File: config.mk
export PLATFORM = sky130hd
export DESIGN_NAME = fnd_scan_decoder_flat
export DESIGN_NICKNAME = d
export VERILOG_FILES = /design/src/rtl/fnd_scan_if.sv /design/src/rtl/fnd_scan_decoder.sv /design/src/flat_wrapper.sv
export SDC_FILE = /design/constraint.sdc
export NUM_CORES = 1
export LEC_CHECK = 0
export BUFFER_PORTS_ARGS = -buffer_cell sky130_fd_sc_hd__buf_2
export CORE_MARGIN = 4
export CORE_UTILIZATION = 40
export DETAILED_ROUTE_END_ITERATION = 6
export PLACE_DENSITY = 0.67
export SLEW_MARGIN = 15
export SYNTH_ARGS = -nofsm -noshare
export SYNTH_HDL_FRONTEND = slang
export SYNTH_SLANG_ARGS = --single-unit
File: constraint.sdc
create_clock -name clk -period 4.4 [get_ports clk]
set_input_delay 0.22 -clock clk [delete_from_list [all_inputs] [get_ports clk]]
set_output_delay 0.22 -clock clk [all_outputs]
set_load 0.02 [all_outputs]
File: src/rtl/fnd_scan_if.sv
// Scan-bus and decoded-result bundle for the FND display receive path.
// The master drives the scan bus; the slave is the decoder that drives the results back.
interface fnd_scan_if;
    logic [3:0]  fndCom;
    logic [7:0]  fndFont;
    logic [13:0] data_out;
    logic        data_valid;
    logic        data_err;
    logic        busy;
    logic        scan_lost;

    modport master (
        output fndCom, fndFont,
        input  data_out, data_valid, data_err, busy, scan_lost
    );

    modport slave (
        input  fndCom, fndFont,
        output data_out, data_valid, data_err, busy, scan_lost
    );
endinterface

File: src/rtl/fnd_scan_decoder.sv
// Recovers the 4-digit decimal value shown on a multiplexed common-anode 7-segment scan bus.
// Stable digits fill per-slot registers; a full frame is converted from BCD to binary over 4 cycles.
module fnd_scan_decoder #(
    parameter int STABLE_CYCLES  = 4,
    parameter int TIMEOUT_CYCLES = 250_000
) (
    input  logic         clk,
    input  logic         reset,
    fnd_scan_if.slave    bus
);
    localparam int TW = $clog2(TIMEOUT_CYCLES + 1);

    typedef enum logic {COLLECT, CONV} state_t;

    logic [11:0]   samp_in;
    logic [11:0]   samp_q;
    logic [3:0]    stab_cnt_reg;
    logic          same;
    logic          accept;
    logic [3:0]    slot_hit;
    logic [3:0]    font_digit;
    logic          font_bad;

    logic [TW-1:0] tmo_cnt_reg;
    logic          tmo_fire;
    logic          scan_lost_reg;

    logic [15:0]   digits_reg;
    logic [15:0]   digits_next;
    logic [3:0]    err_reg;
    logic [3:0]    err_next;
    logic [3:0]    seen_reg;
    logic [3:0]    seen_next;
    logic          frame_take;
    logic          frame_clear;

    state_t        state_reg;
    logic [15:0]   snap_reg;
    logic          snap_err_reg;
    logic [13:0]   acc_reg;
    logic [13:0]   acc_next;
    logic [1:0]    step_reg;
    logic          busy_reg;
    logic [13:0]   data_out_reg;
    logic          data_valid_reg;
    logic          data_err_reg;

    assign samp_in = {bus.fndCom, bus.fndFont};
    assign same    = (samp_in == samp_q);

    always_comb begin
        slot_hit = 4'b0000;
        case (bus.fndCom)
            4'b1110: slot_hit = 4'b0001;
            4'b1101: slot_hit = 4'b0010;
            4'b1011: slot_hit = 4'b0100;
            4'b0111: slot_hit = 4'b1000;
            default: slot_hit = 4'b0000;
        endcase
    end

    // Fires once per stable window, and only for a single-digit select pattern.
    assign accept = same && (stab_cnt_reg == 4'(STABLE_CYCLES - 1)) && (slot_hit != 4'b0000);

    // Active-low segments, decimal point ignored.
    always_comb begin
        font_digit = 4'd0;
        font_bad   = 1'b0;
        case (bus.fndFont[6:0])
            7'h40: font_digit = 4'd0;
            7'h79: font_digit = 4'd1;
            7'h24: font_digit = 4'd2;
            7'h30: font_digit = 4'd3;
            7'h19: font_digit = 4'd4;
            7'h12: font_digit = 4'd5;
            7'h02: font_digit = 4'd6;
            7'h78: font_digit = 4'd7;
            7'h00: font_digit = 4'd8;
            7'h10: font_digit = 4'd9;
            default: font_bad = 1'b1;
        endcase
    end

    always_ff @(posedge clk or posedge reset) begin
        if (reset) begin
            samp_q       <= 12'hFFF;
            stab_cnt_reg <= 4'd0;
        end else begin
            samp_q <= samp_in;
            if (!same)
                stab_cnt_reg <= 4'd1;
            else if (stab_cnt_reg != 4'(STABLE_CYCLES))
                stab_cnt_reg <= stab_cnt_reg + 4'd1;
        end
    end

    // An accept on the same edge suppresses the timeout.
    assign tmo_fire = !accept && (tmo_cnt_reg == TW'(TIMEOUT_CYCLES - 1));

    always_ff @(posedge clk or posedge reset) begin
        if (reset) begin
            tmo_cnt_reg   <= '0;
            scan_lost_reg <= 1'b0;
        end else if (accept) begin
            tmo_cnt_reg   <= '0;
            scan_lost_reg <= 1'b0;
        end else begin
            if (tmo_cnt_reg != TW'(TIMEOUT_CYCLES))
                tmo_cnt_reg <= tmo_cnt_reg + TW'(1);
            if (tmo_fire)
                scan_lost_reg <= 1'b1;
        end
    end

    assign frame_take  = (state_reg == COLLECT) && (seen_reg == 4'hF);
    assign frame_clear = frame_take || tmo_fire;

    // A fresh accept into a slot takes priority over the frame/timeout clear.
    generate
        for (genvar gi = 0; gi < 4; gi++) begin : g_slot
            assign digits_next[gi*4 +: 4] = (accept && slot_hit[gi]) ? font_digit : digits_reg[gi*4 +: 4];
            assign err_next[gi]  = (accept && slot_hit[gi]) ? font_bad : (frame_clear ? 1'b0 : err_reg[gi]);
            assign seen_next[gi] = (accept && slot_hit[gi]) ? 1'b1     : (frame_clear ? 1'b0 : seen_reg[gi]);
        end
    endgenerate

    always_ff @(posedge clk or posedge reset) begin
        if (reset) begin
            digits_reg <= 16'd0;
            err_reg    <= 4'd0;
            seen_reg   <= 4'd0;
        end else begin
            digits_reg <= digits_next;
            err_reg    <= err_next;
            seen_reg   <= seen_next;
        end
    end

    // Snapshot is shifted left each step so the top nibble is always the next digit.
    assign acc_next = (acc_reg * 14'd10) + {10'd0, snap_reg[15:12]};

    always_ff @(posedge clk or posedge reset) begin
        if (reset) begin
            state_reg      <= COLLECT;
            snap_reg       <= 16'd0;
            snap_err_reg   <= 1'b0;
            acc_reg        <= 14'd0;
            step_reg       <= 2'd0;
            busy_reg       <= 1'b0;
            data_out_reg   <= 14'd0;
            data_valid_reg <= 1'b0;
            data_err_reg   <= 1'b0;
        end else begin
            data_valid_reg <= 1'b0;
            case (state_reg)
                COLLECT: begin
                    if (frame_take) begin
                        snap_reg     <= digits_reg;
                        snap_err_reg <= |err_reg;
                        acc_reg      <= 14'd0;
                        step_reg     <= 2'd0;
                        busy_reg     <= 1'b1;
                        state_reg    <= CONV;
                    end
                end
                CONV: begin
                    acc_reg  <= acc_next;
                    snap_reg <= {snap_reg[11:0], 4'd0};
                    step_reg <= step_reg + 2'd1;
                    if (step_reg == 2'd3) begin
                        data_out_reg   <= acc_next;
                        data_err_reg   <= snap_err_reg;
                        data_valid_reg <= 1'b1;
                        busy_reg       <= 1'b0;
                        state_reg      <= COLLECT;
                    end
                end
                default: state_reg <= COLLECT;
            endcase
        end
    end

    assign bus.data_out   = data_out_reg;
    assign bus.data_valid = data_valid_reg;
    assign bus.data_err   = data_err_reg;
    assign bus.busy       = busy_reg;
    assign bus.scan_lost  = scan_lost_reg;
endmodule

File: src/flat_wrapper.sv
// flat-port wrapper written by rule: the top's interface ports become plain ports
module fnd_scan_decoder_flat 
#(
    parameter int STABLE_CYCLES  = 4,
    parameter int TIMEOUT_CYCLES = 250_000
)
  (clk, reset, bus_fndCom, bus_fndFont, bus_data_out, bus_data_valid, bus_data_err, bus_busy, bus_scan_lost);
  fnd_scan_if bus_i ();
  input  logic clk;
  input  logic reset;
  input wire logic [$bits(bus_i.fndCom)-1:0] bus_fndCom;
  input wire logic [$bits(bus_i.fndFont)-1:0] bus_fndFont;
  output wire logic [$bits(bus_i.data_out)-1:0] bus_data_out;
  output wire logic [$bits(bus_i.data_valid)-1:0] bus_data_valid;
  output wire logic [$bits(bus_i.data_err)-1:0] bus_data_err;
  output wire logic [$bits(bus_i.busy)-1:0] bus_busy;
  output wire logic [$bits(bus_i.scan_lost)-1:0] bus_scan_lost;
  assign bus_i.fndCom = bus_fndCom;
  assign bus_i.fndFont = bus_fndFont;
  assign bus_data_out = bus_i.data_out;
  assign bus_data_valid = bus_i.data_valid;
  assign bus_data_err = bus_i.data_err;
  assign bus_busy = bus_i.busy;
  assign bus_scan_lost = bus_i.scan_lost;
  fnd_scan_decoder #(.STABLE_CYCLES(STABLE_CYCLES), .TIMEOUT_CYCLES(TIMEOUT_CYCLES)) u_core (.clk(clk), .reset(reset), .bus(bus_i));
endmodule
==> impl_metrics.yaml <==
logic_synthesis:
  ys_ff_latch: 109
  yosys_warnings: 0
  synthSimpleGateAreaFrac_pct: 19.7
  async_reset_ff_share_pct: 100
  synthDistinctLibCells: 59
  synth_xor_area_share_pct: 6.86
  synth_area_leaders: "dfrtp_1 42%, ha_1 5.9%, nand2_1 5.7%"
  ys.flop_type: "dfrtp_1"
  synth_top_area_share_pct: 42.2
  synth_cells: 563
  synth_adder_area_share_pct: 6.58
  syn_nets: 606
  synth_compound_area_share_pct: 11.2
  muxShareOfSynthArea_pct: 5.40
  netlist_area_sq_um: 5750
  yosys.area.top_type: "dfrtp_1"
  synth_edf_count: 0
  synth_area_per_cell_sq_um: 10.2
  yosysSeqAreaShare_pct: 47.7
  synth_top_family_by_area: "simple AND/OR/NAND/NOR gates"
timing:
  finalHoldViolations: 0
  fmax_ghz: 0.314
  slew_headroom_pct: 23.3
  tns_ps: 0
  rsz0062_at_grt: "false"
  fin_hold_ws_ps: 19.7
  period_minus_slack_ps: 3190
  fin_skew_ps: 5.36
  worst_slew_pin_slew_ps: 1140
  finalCritPeriodShare_pct: 72.5
  setup_viol: 0
  final_max_slew_viol_count: 0
global_routing:
  grt_max_degree: 76
  grt_pass1_wl_um: 20300
  grt_pass1_vias: 4212
  grt_util_all_layers_pct: 15.0
  grt_overflow_total: 0
  grt_antenna_before_repair: 0
drt:
  ant_nets: 0
  drt_iter0_drc: 259
  wl_per_cell_um: 14.8
  drc_errors: 0
  vias: 4117
  first_pass_iters: 4
  vias_per_cell: 5.31
  wirelength_um: 11500
critical_path:
  path_max_fanout: 7
  crit_required_ps: 4650
  critPathArrivalTime_ps: 3440
  worstSetupEndpointType: "flip-flop"
  start_kind: "flip-flop"
  worstSetupPathType: "reg2reg"
clock_network:
  htreeDepth: 3
  numClockSinks: 109
  cts_tree: "done"
  clock_latency_ps: 340
  cts_setup_buffers: 0
  clkTransAtPathRegs_ps: 70
  cts_buffers: 9
  clockRootBuffer: "clkbuf_16"
  clockBufferDepth: 2
floorplan:
  fp.coreArea_sq_um: 14000
  row_count: 43
  dieWidth_um: 128
  die_h_um: 128
  dieArea_sq_um: 16300
  initial_core_util_pct: 41.1
  boundaryPins: 32
pwr:
  p_per_area_nw_per_um2: 288
  p_sw_uw: 409
  intPower_mw: 1.42
  p_leak_nw: 3.00
  combPwrFrac_pct: 3.7
  p_seq_share_pct: 55.6
  p_clk_share_pct: 40.8
  power_mw: 1.83
  netSwitchingFraction_pct: 22.4
  irDropWorstVdd_mv: 0.196
placed_design:
  gp_congestion: 0.813
  placedCellCount: 758
  io_buffers: 31
  dpl.hpwl_um: 8160
layout:
  largest_register_ffs: 18
  nets: 633
  final_cells: 775
  syn2layout_area_growth_pct: 10.4
  final_layout_size_suffix_gt1_share_pct: 16.1
  insertedDiodeCount: 0
min_path:
  min_path_type: "in2reg"
run:
  cap_violations: 0
outcome:
  status: "completed"
## Yosys cell counts (4+ instances only)
library cell and count:
dfrtp_1 97, nor2b_1 5, nor4_1 4, dfstp_2 12
a21oi_1 20, mux2_2 16, nor3b_1 5, inv_1 16
o21ai_0 36, o211ai_1 9, nor2_1 41, o22ai_1 6
xnor2_1 15, xor2_1 30, nor3_1 7, mux2i_1 13
nand2_1 87, or3b_2 4, or4_1 6, nand3_1 15
ha_1 27, and3_1 4, clkbuf_1 14, a21o_1 7
and2_1 4, nand4_1 7
## power groups by stage
stage               registers (mW)  logic (mW)  clock network, mW
global placement              1.03      0.0656                  0
finish                        1.01      0.0674              0.744
CTS                           1.01      0.0693              0.767
global route                  1.01      0.0765              0.812
detailed placement            1.03      0.0685                  0
floorplan                     1.03      0.0464                  0
## critical path, cell delays in order, from the launching register on
cell	delay, ps
dfrtp_1	440
ha_1	300
ha_1	180
inv_1	60
fa_1	400
xnor2_1	250
nand3b_1	160
nor3b_1	270
nand3_1	250
or4_1	580
o211ai_1	190
## repair_timing
item	4_1_cts	5_1_grt
hold endpoints to repair	1	0
hold buffers	1	0
setup endpoints to repair	0	0
resized for setup	0	0
## through the flow
step | util, % | area [sq um] | setup WS (ps)
final | 45.4 | 6340 | 1210
after global routing | 45.4 | 6340 | 946
after CTS | 45.4 | 6340 | 1190
after detailed placement | 43.4 | 6070 | 1220
after global placement | 43.4 | 6070 | 1380
after floorplan | - | 5750 | 1330
## per-layer routing
metal  vias up  global-route usage [%]  part of all wire (%)
met5         -                       0                     0
met4         0                    4.24                   1.8
met3        22                    3.13                   3.6
met2        74                    25.6                    50
met1      1977                    19.5                    45
li1       2044                       -                     -
## logic make-up after synthesis
| logic type | Yosys count |
|---|---|
| AOI/OAI and AO/OA | 102 |
| xor gates and xnor gates | 45 |
| adders and majority gates | 29 |
| buffers and inverters | 35 |
| DFF | 109 |
| muxes | 29 |
| and+or+nand+nor | 214 |
## final timing paths
| path | from | to | slack [ps] | cells past startpoint |
|---|---|---|---|---|
| max in group asynchronous | reset | u_core.samp_q[5] | 3310 | 3 |
| worst max-delay path | u_core.acc_reg[1] | u_core.bus.data_out[13] | 1210 | 10 |
| worst min register to register | u_core.bus.data_out[7] | u_core.bus.data_out[7] | 470 | 2 |
| min in group asynchronous | reset | u_core.bus.data_err | 70 | 2 |
| worst min-delay path | bus_fndFont[2] | u_core.samp_q[2] | 20 | 1 |
| worst max register to register | u_core.acc_reg[1] | u_core.bus.data_out[13] | 1210 | 10 |
## cell type report
cell class	count	area (sq um)
well taps	180	225
flip-flops and latches	109	2740
repair buffers	35	188
multi-input cells	419	2860
clock buffers	11	233
inverters	16	62.6
clock inverters	5	36.3
fillers	1342	7640
## placed cells by master, fill, tap and decap left out, types with 3 or more instances in the layout
cell type  Yosys  layout
nor4_1         4       4
ha_1          27      27
a21o_1         7       7
and3_1         4       4
nor2b_1        5       5
dfstp_2       12      12
nand3_1       15      15
nand2_1       87      87
and2_1         4       4
nor3_1         7       7
or3b_2         4       4
nor3b_1        5       5
o21ai_0       36      36
buf_2          3      31
buf_4          1       3
nand4_1        7       7
mux2_2        16      16
clkbuf_16      0       9
nor2_1        41      41
o211ai_1       9       9
nor4_2         3       3
mux2i_1       13      13
nand2b_1       3       3
or3_1          3       3
nor4b_1        3       3
or4_1          6       6
xnor2_1       15      15
xor2_1        30      30
inv_1         16      15
dfrtp_1       97      97
o22ai_1        6       6
a21oi_1       20      20
o2bb2ai_1      3       3
Note: power is estimated with default switching activity, not from simulation.
